--- config.mk ---
export PLATFORM = sky130hd
export DESIGN_NAME = afe_solution_core
export DESIGN_NICKNAME = d
export VERILOG_FILES = /design/src/rtl/afe_solution_core.sv
export SDC_FILE = /design/constraint.sdc
export NUM_CORES = 1
export LEC_CHECK = 0
export ABC_CLOCK_PERIOD_IN_PS = 4350
export CELL_PAD_IN_SITES_DETAIL_PLACEMENT = 1
export CELL_PAD_IN_SITES_GLOBAL_PLACEMENT = 1
export CORE_MARGIN = 3
export CORE_UTILIZATION = 53
export CTS_BUF_LIST = sky130_fd_sc_hd__clkbuf_4 sky130_fd_sc_hd__clkbuf_8
export CTS_CLUSTER_DIAMETER = 200
export DETAILED_ROUTE_END_ITERATION = 7
export MAX_ROUTING_LAYER = met4
export PLACE_DENSITY = 0.85
export SLEW_MARGIN = 40
export SYNTH_ARGS = -nofsm -noshare
export SYNTH_HDL_FRONTEND = slang
export SYNTH_SLANG_ARGS = --single-unit
--- constraint.sdc ---
create_clock -name CLK -period 4.35 [get_ports CLK]
set_input_delay 0.6525 -clock CLK [delete_from_list [all_inputs] [get_ports CLK]]
set_output_delay 0.6525 -clock CLK [all_outputs]
set_load 0.01 [all_outputs]
--- src/rtl/afe_solution_core.sv ---
// rtl/afe_solution_core.sv - AFE board controller: SPI config/status port and COMP time-over-threshold counter
// Optional overflow saturation built when AFE_TOT_OVF_EN is defined.
`timescale 1ns/1ps
module afe_solution_core (
   input  logic       CLK,
   input  logic       RST_B,
   input  logic       SCLK,
   input  logic       CS_B,
   input  logic       MOSI,
   output logic       MISO,
   input  logic       INJ_IN,
   input  logic       COMP,
   output logic       HIT,
   output logic [7:0] GPIO,
   output logic       LED
);

   typedef enum logic [1:0] {S_IDLE, S_ARMED, S_COUNT} state_t;

   // sync vector order {COMP, INJ_IN, MOSI, CS_B, SCLK}; CS_B idles high
   localparam logic [4:0] SYNC_RST = 5'b00010;

   logic       rst_meta, rst_n;
   logic [4:0] sync_meta, sync_q;
   logic       sclk_d, cs_d, inj_d, comp_d;
   logic       sclk_s, cs_s, mosi_s, inj_s, comp_s;
   logic       sclk_rise, sclk_fall, cs_rise, cs_fall, inj_rise, inj_fall;

   logic [7:0]  shift_in;
   logic [4:0]  bit_cnt;
   logic [7:0]  config_q;
   logic [15:0] out_sh;
   logic        rd_clear;

   state_t      state;
   logic [13:0] tot, tot_inc;
   logic        valid, ovf_bit, meas_end;
`ifdef AFE_TOT_OVF_EN
   logic        tot_sat;
`endif

   always_ff @(posedge CLK or negedge RST_B) begin
      if (!RST_B) begin
         rst_meta <= 1'b0;
         rst_n    <= 1'b0;
      end else begin
         rst_meta <= 1'b1;
         rst_n    <= rst_meta;
      end
   end

   always_ff @(posedge CLK or negedge rst_n) begin
      if (!rst_n) begin
         sync_meta <= SYNC_RST;
         sync_q    <= SYNC_RST;
         sclk_d    <= 1'b0;
         cs_d      <= 1'b1;
         inj_d     <= 1'b0;
         comp_d    <= 1'b0;
      end else begin
         sync_meta <= {COMP, INJ_IN, MOSI, CS_B, SCLK};
         sync_q    <= sync_meta;
         sclk_d    <= sync_q[0];
         cs_d      <= sync_q[1];
         inj_d     <= sync_q[3];
         comp_d    <= sync_q[4];
      end
   end

   assign sclk_s = sync_q[0];
   assign cs_s   = sync_q[1];
   assign mosi_s = sync_q[2];
   assign inj_s  = sync_q[3];
   assign comp_s = sync_q[4];

   assign sclk_rise = sclk_s & ~sclk_d;
   assign sclk_fall = ~sclk_s & sclk_d;
   assign cs_rise   = cs_s & ~cs_d;
   assign cs_fall   = ~cs_s & cs_d;
   assign inj_rise  = inj_s & ~inj_d;
   assign inj_fall  = ~inj_s & inj_d;

   // out_sh is zeroed whenever CS_B is high, so MISO idles low without gating
   always_ff @(posedge CLK or negedge rst_n) begin
      if (!rst_n) begin
         shift_in <= 8'h00;
         bit_cnt  <= 5'd0;
         config_q <= 8'h00;
         out_sh   <= 16'h0000;
      end else if (cs_fall) begin
         bit_cnt <= 5'd0;
         out_sh  <= {valid, ovf_bit, tot};
      end else if (cs_rise) begin
         if (bit_cnt == 5'd8)
            config_q <= shift_in;
         out_sh <= 16'h0000;
      end else if (!cs_s) begin
         if (sclk_rise) begin
            shift_in <= {shift_in[6:0], mosi_s};
            if (bit_cnt != 5'd31)
               bit_cnt <= bit_cnt + 5'd1;
         end
         if (sclk_fall)
            out_sh <= {out_sh[14:0], 1'b0};
      end
   end

   assign rd_clear = cs_rise && (bit_cnt >= 5'd16);
   assign meas_end = ((state == S_ARMED) && !comp_s && inj_fall) ||
                     ((state == S_COUNT) && !comp_s);

   always_comb begin
      tot_inc = tot + 14'd1;
`ifdef AFE_TOT_OVF_EN
      tot_sat = (tot == 14'h3FFF);
      if (tot_sat)
         tot_inc = tot;
`endif
   end

`ifndef AFE_TOT_OVF_EN
   assign ovf_bit = 1'b0;
`endif

   always_ff @(posedge CLK or negedge rst_n) begin
      if (!rst_n) begin
         state <= S_IDLE;
         tot   <= 14'd0;
         valid <= 1'b0;
`ifdef AFE_TOT_OVF_EN
         ovf_bit <= 1'b0;
`endif
      end else begin
         // a measurement ending in the same cycle keeps its result
         if (rd_clear && !meas_end) begin
            valid <= 1'b0;
            tot   <= 14'd0;
`ifdef AFE_TOT_OVF_EN
            ovf_bit <= 1'b0;
`endif
         end
         case (state)
            S_IDLE: begin
               if (inj_rise) begin
                  tot   <= 14'd0;
`ifdef AFE_TOT_OVF_EN
                  ovf_bit <= 1'b0;
`endif
                  state <= S_ARMED;
               end
            end
            S_ARMED: begin
               if (comp_s) begin
                  tot   <= tot_inc;
`ifdef AFE_TOT_OVF_EN
                  if (tot_sat)
                     ovf_bit <= 1'b1;
`endif
                  state <= S_COUNT;
               end else if (inj_fall) begin
                  valid <= 1'b1;
                  state <= S_IDLE;
               end
            end
            S_COUNT: begin
               if (comp_s) begin
                  tot <= tot_inc;
`ifdef AFE_TOT_OVF_EN
                  if (tot_sat)
                     ovf_bit <= 1'b1;
`endif
               end else begin
                  valid <= 1'b1;
                  state <= S_IDLE;
               end
            end
            default: state <= S_IDLE;
         endcase
      end
   end

   assign MISO = out_sh[15];
   assign HIT  = comp_s;
   assign GPIO = config_q;
   assign LED  = valid;

endmodule

==> Flow_metrics.wiki <==
{| class="wikitable"
! Metric !! Value
|-
| Wire length of the first global-routing pass || 14.28 mm
|-
| Arrival time at the worst endpoint || 2.64 ns
|-
| Antenna violations before repair || 0
|-
| Reg-to-Reg End || tot[2]$_DFF_PN0_
|-
| Layout Skew || 0.008351 ns
|-
| Final period utilization || 0.5506
|-
| Ys Warns || 0
|-
| Drt via density || 6.218
|-
| Synthesized instance count || 304
|-
| Met1 Usage GRT || 0.3325
|-
| Worst setup path end || tot[2]$_DFF_PN0_
|-
| Data required time of the critical path || 4.59 ns
|-
| CTS resizes || 0
|-
| Total via count after detailed routing || 2487
|-
| Dpl hpwl || 5.249 mm
|-
| Post-layout utilization of the core || 0.6409
|-
| Slew HR || 0.5383
|-
| Main flop type after synthesis || dfrtp_1
|-
| #FFs+latches synth || 69
|-
| Hold WC Path Type || flip-flop to async pin
|-
| Share of layout cells above drive strength 1 || 0.1372
|-
| Met3 track demand over resource in global routing || 0.07009
|-
| Number of failing hold endpoints at the final stage || 0
|-
| Most common library cell in the layout ignoring fill and taps || dfrtp_1
|-
| Overall power after layout || 1841 µW
|-
| Setup TNS || 0 ns
|-
| Number of top-level pins || 18
|-
| Port buffer count || 17
|-
| Footprint of the flip-flops and latches || 1732 µm²
|-
| Actual slew at the worst max-slew pin || 0.6911 ns
|-
| Drt total wl || 8.554 mm
|-
| Setup bufs post-CTS || 0
|-
| Most frequent cells in the layout || 65 x dfrtp_1, 32 x o21ai_0, 32 x nand2_1, 22 x a21oi_1
|-
| Reg2reg path depth || 6
|-
| Share of the synthesized area in the top cell type || 0.5168
|-
| Deepest clock path buffer count || 2
|-
| Count of flip-flops with a built-in enable after synthesis || 0
|-
| Startpoint of the most critical register-to-register path || sync_q[1]$_DFF_PN1_
|-
| Total power density per cell area || 506.2 nW/µm²
|-
| Initial cell density of the core || 0.5631
|-
| Largest net degree at the start of global routing || 52
|-
| Number of maximum-capacitance constraint violations || 0
|-
| Maximum clock rate || 0.4175 GHz
|-
| Timing startpoint of the critical path || sync_q[1]$_DFF_PN1_
|-
| Post-route cell area || 3637 µm²
|-
| Unrepaired setup endpoints after global routing || false
|-
| Layout overhead on the synthesized area || 13.82%
|-
| CP Capture Type || flip-flop
|-
| Number of nets in the layout || 341
|-
| WS Path Type || flip-flop to flip-flop
|-
| Avg Synthesized Cell Area || 10.51 µm²
|-
| Core Area || 5675 µm²
|-
| Clock transition at the register clock pins on the worst setup and hold paths after CTS || 0.07 ns
|-
| Total routing usage reported by global routing || 0.2711
|-
| TritonCTS clock tree || built
|-
| Diode count || 0
|-
| Number of setup violations in the final report || 0
|-
| Least setup slack across all paths after layout || 1.955 ns
|-
| CP max FO || 16
|-
| Floorplan die height || 83.65 µm
|-
| Met2 track demand over resource in global routing || 0.4309
|-
| Final antenna-violating net count || 0
|-
| Element type at the critical path start || flip-flop
|-
| Total number of H-tree levels || 3
|-
| Area occupied by multi-input gates || 1358 µm²
|-
| First-pass iteration count of the detailed router || 4
|-
| Sequential-to-total area share from yosys stat || 0.5415
|-
| Min Tclk post-route || 2.395 ns
|-
| Post-synthesis net count || 322
|-
| Leakage power of the design || 0.001620 µW
|-
| Most congested layer reported by global routing || met2
|-
| Number of placement rows || 27
|-
| Syn Std Cell Area || 3196 µm²
|-
| Async SR Flop Fraction || 1.000
|-
| Clock latency on the worst-skew pair || 0.35 ns
|-
| Die area || 6997 µm²
|-
| R2R Setup Slk || 1.95 ns
|-
| Iteration-0 DRC count of the detailed router || 111
|-
| # DRC || 0
|-
| Top cells by area, synth || dfrtp_1 52%, mux2_2 6.0%, o21ai_0 5.2%
|-
| Library cell with the largest summed area after synthesis || dfrtp_1
|-
| Synth unique cells || 46
|-
| Total of hold buffers inserted after clock tree synthesis || 0
|-
| Routed wirelength normalized by instance count || 21.39 µm
|-
| Die W || 83.65 µm
|-
| Worst IR drop on VDD || 0.0003041 V
|-
| Result of the run || finished, final reports clean
|-
| Sinks on the clock net || 69
|-
| Final max-slew violation count || 0
|-
| Number of buffers created by CTS || 9
|-
| CTS root buf || clkbuf_8
|-
| Number of filler instances in the final layout || 613
|-
| Placement-stage cell area || 3428 µm²
|-
| Worst setup timing slack at the placement stage || 2.051 ns
|-
| GP Congestion || 0.7908
|-
| Via count of the first global-routing pass || 2715
|-
| Global route total overflow || 0
|}
-- worst min-delay path by stage --
| stage | from | end | slack (ns) | cells past startpoint |
|---|---|---|---|---|
| global placement | rst_n$_DFF_PN0_ | state[1]$_DFFE_PN0P_ | 0.20 | 0 |
| CTS | rst_n$_DFF_PN0_ | out_sh[8]$_DFFE_PN0P_ | 0.21 | 0 |
| detailed placement | rst_n$_DFF_PN0_ | state[0]$_DFFE_PN0P_ | 0.21 | 0 |
| global route | rst_n$_DFF_PN0_ | out_sh[8]$_DFFE_PN0P_ | 0.24 | 0 |
| floorplan | rst_meta$_DFF_PN0_ | rst_n$_DFF_PN0_ | 0.33 | 0 |
| finish | rst_n$_DFF_PN0_ | state[1]$_DFFE_PN0P_ | 0.21 | 0 |
-- critical path: stages (launching register included) --
cell and delay, ns:
dfstp_2 0.58, ha_1 0.54, and2_1 0.28, o21ai_0 0.14, a21oi_1 0.29, nor2_1 0.18, a22o_1 0.27
-- power breakdown --
group / leakage, µW / total [µW] / switching [µW] / internal (µW)
clock: 0.000111 / 560 / 245 / 315
combinational: 0.000606 / 454 / 285 / 170
sequential: 0.000903 / 826 / 99.6 / 727
total: 0.00162 / 1840 / 630 / 1210
-- state kept, by name, summed over array words and instances, names as in the netlist --
register / count
rst_meta: 1
shift_in: 8
bit_cnt: 5
sync_q: 5
GPIO: 8
tot: 14
sync_meta: 5
out_sh: 16
sclk_d: 1
rst_n: 1
cs_d: 1
state: 2
LED: 1
inj_d: 1
-- stage by stage --
step | hold WS, ns | cells
2_1_floorplan | 0.3312 | 304
3_3_place_gp | 0.2019 | 384
3_5_place_dp | 0.2113 | 384
4_1_cts | 0.2131 | 400
5_1_grt | 0.2418 | 400
6_report | 0.2144 | 400
-- Yosys cell counts (2+ instances only) --
| library cell | count |
|---|---|
| nor3b_1 | 13 |
| nor3_1 | 3 |
| nand2b_1 | 4 |
| a22o_1 | 4 |
| a21oi_1 | 22 |
| nor2b_1 | 5 |
| nand2_1 | 32 |
| mux2i_1 | 3 |
| dfstp_2 | 3 |
| nor2_1 | 9 |
| buf_2 | 4 |
| inv_1 | 15 |
| mux2_2 | 17 |
| o21ai_0 | 33 |
| and3_1 | 6 |
| clkbuf_1 | 7 |
| nand3_1 | 10 |
| o31ai_1 | 2 |
| a31oi_1 | 9 |
| nand3b_1 | 2 |
| dfrtp_1 | 66 |
| ha_1 | 11 |
-- cells by family after synthesis --
family | after synthesis | synth area share
compound gates | 83 | 0.1535
fa+ha+maj | 11 | 0.04307
xor+xnor | 1 | 0.002741
buf+inv | 27 | 0.03446
flops | 69 | 0.5415
simple gates | 92 | 0.1543
mux | 20 | 0.06930
other cells | 1 | 0.001174
-- metal layers --
metal  up-vias  routed length [µm]
li1       1119                   -
met4         0                 182
met3        23                 416
met1      1280                3656
met5         -                   0
met2        65                4298
-- cell type report --
class / count / share of cell area
clock inverters: 2 / 0.009632
clock buffers: 14 / 0.04782
inverters: 15 / 0.01548
repair buffers: 20 / 0.05298
well taps: 72 / 0.02477
multi-input cells: 208 / 0.3732
flip-flops and latches: 69 / 0.4761
No activity file was read; power rests on OpenSTA's default activity.
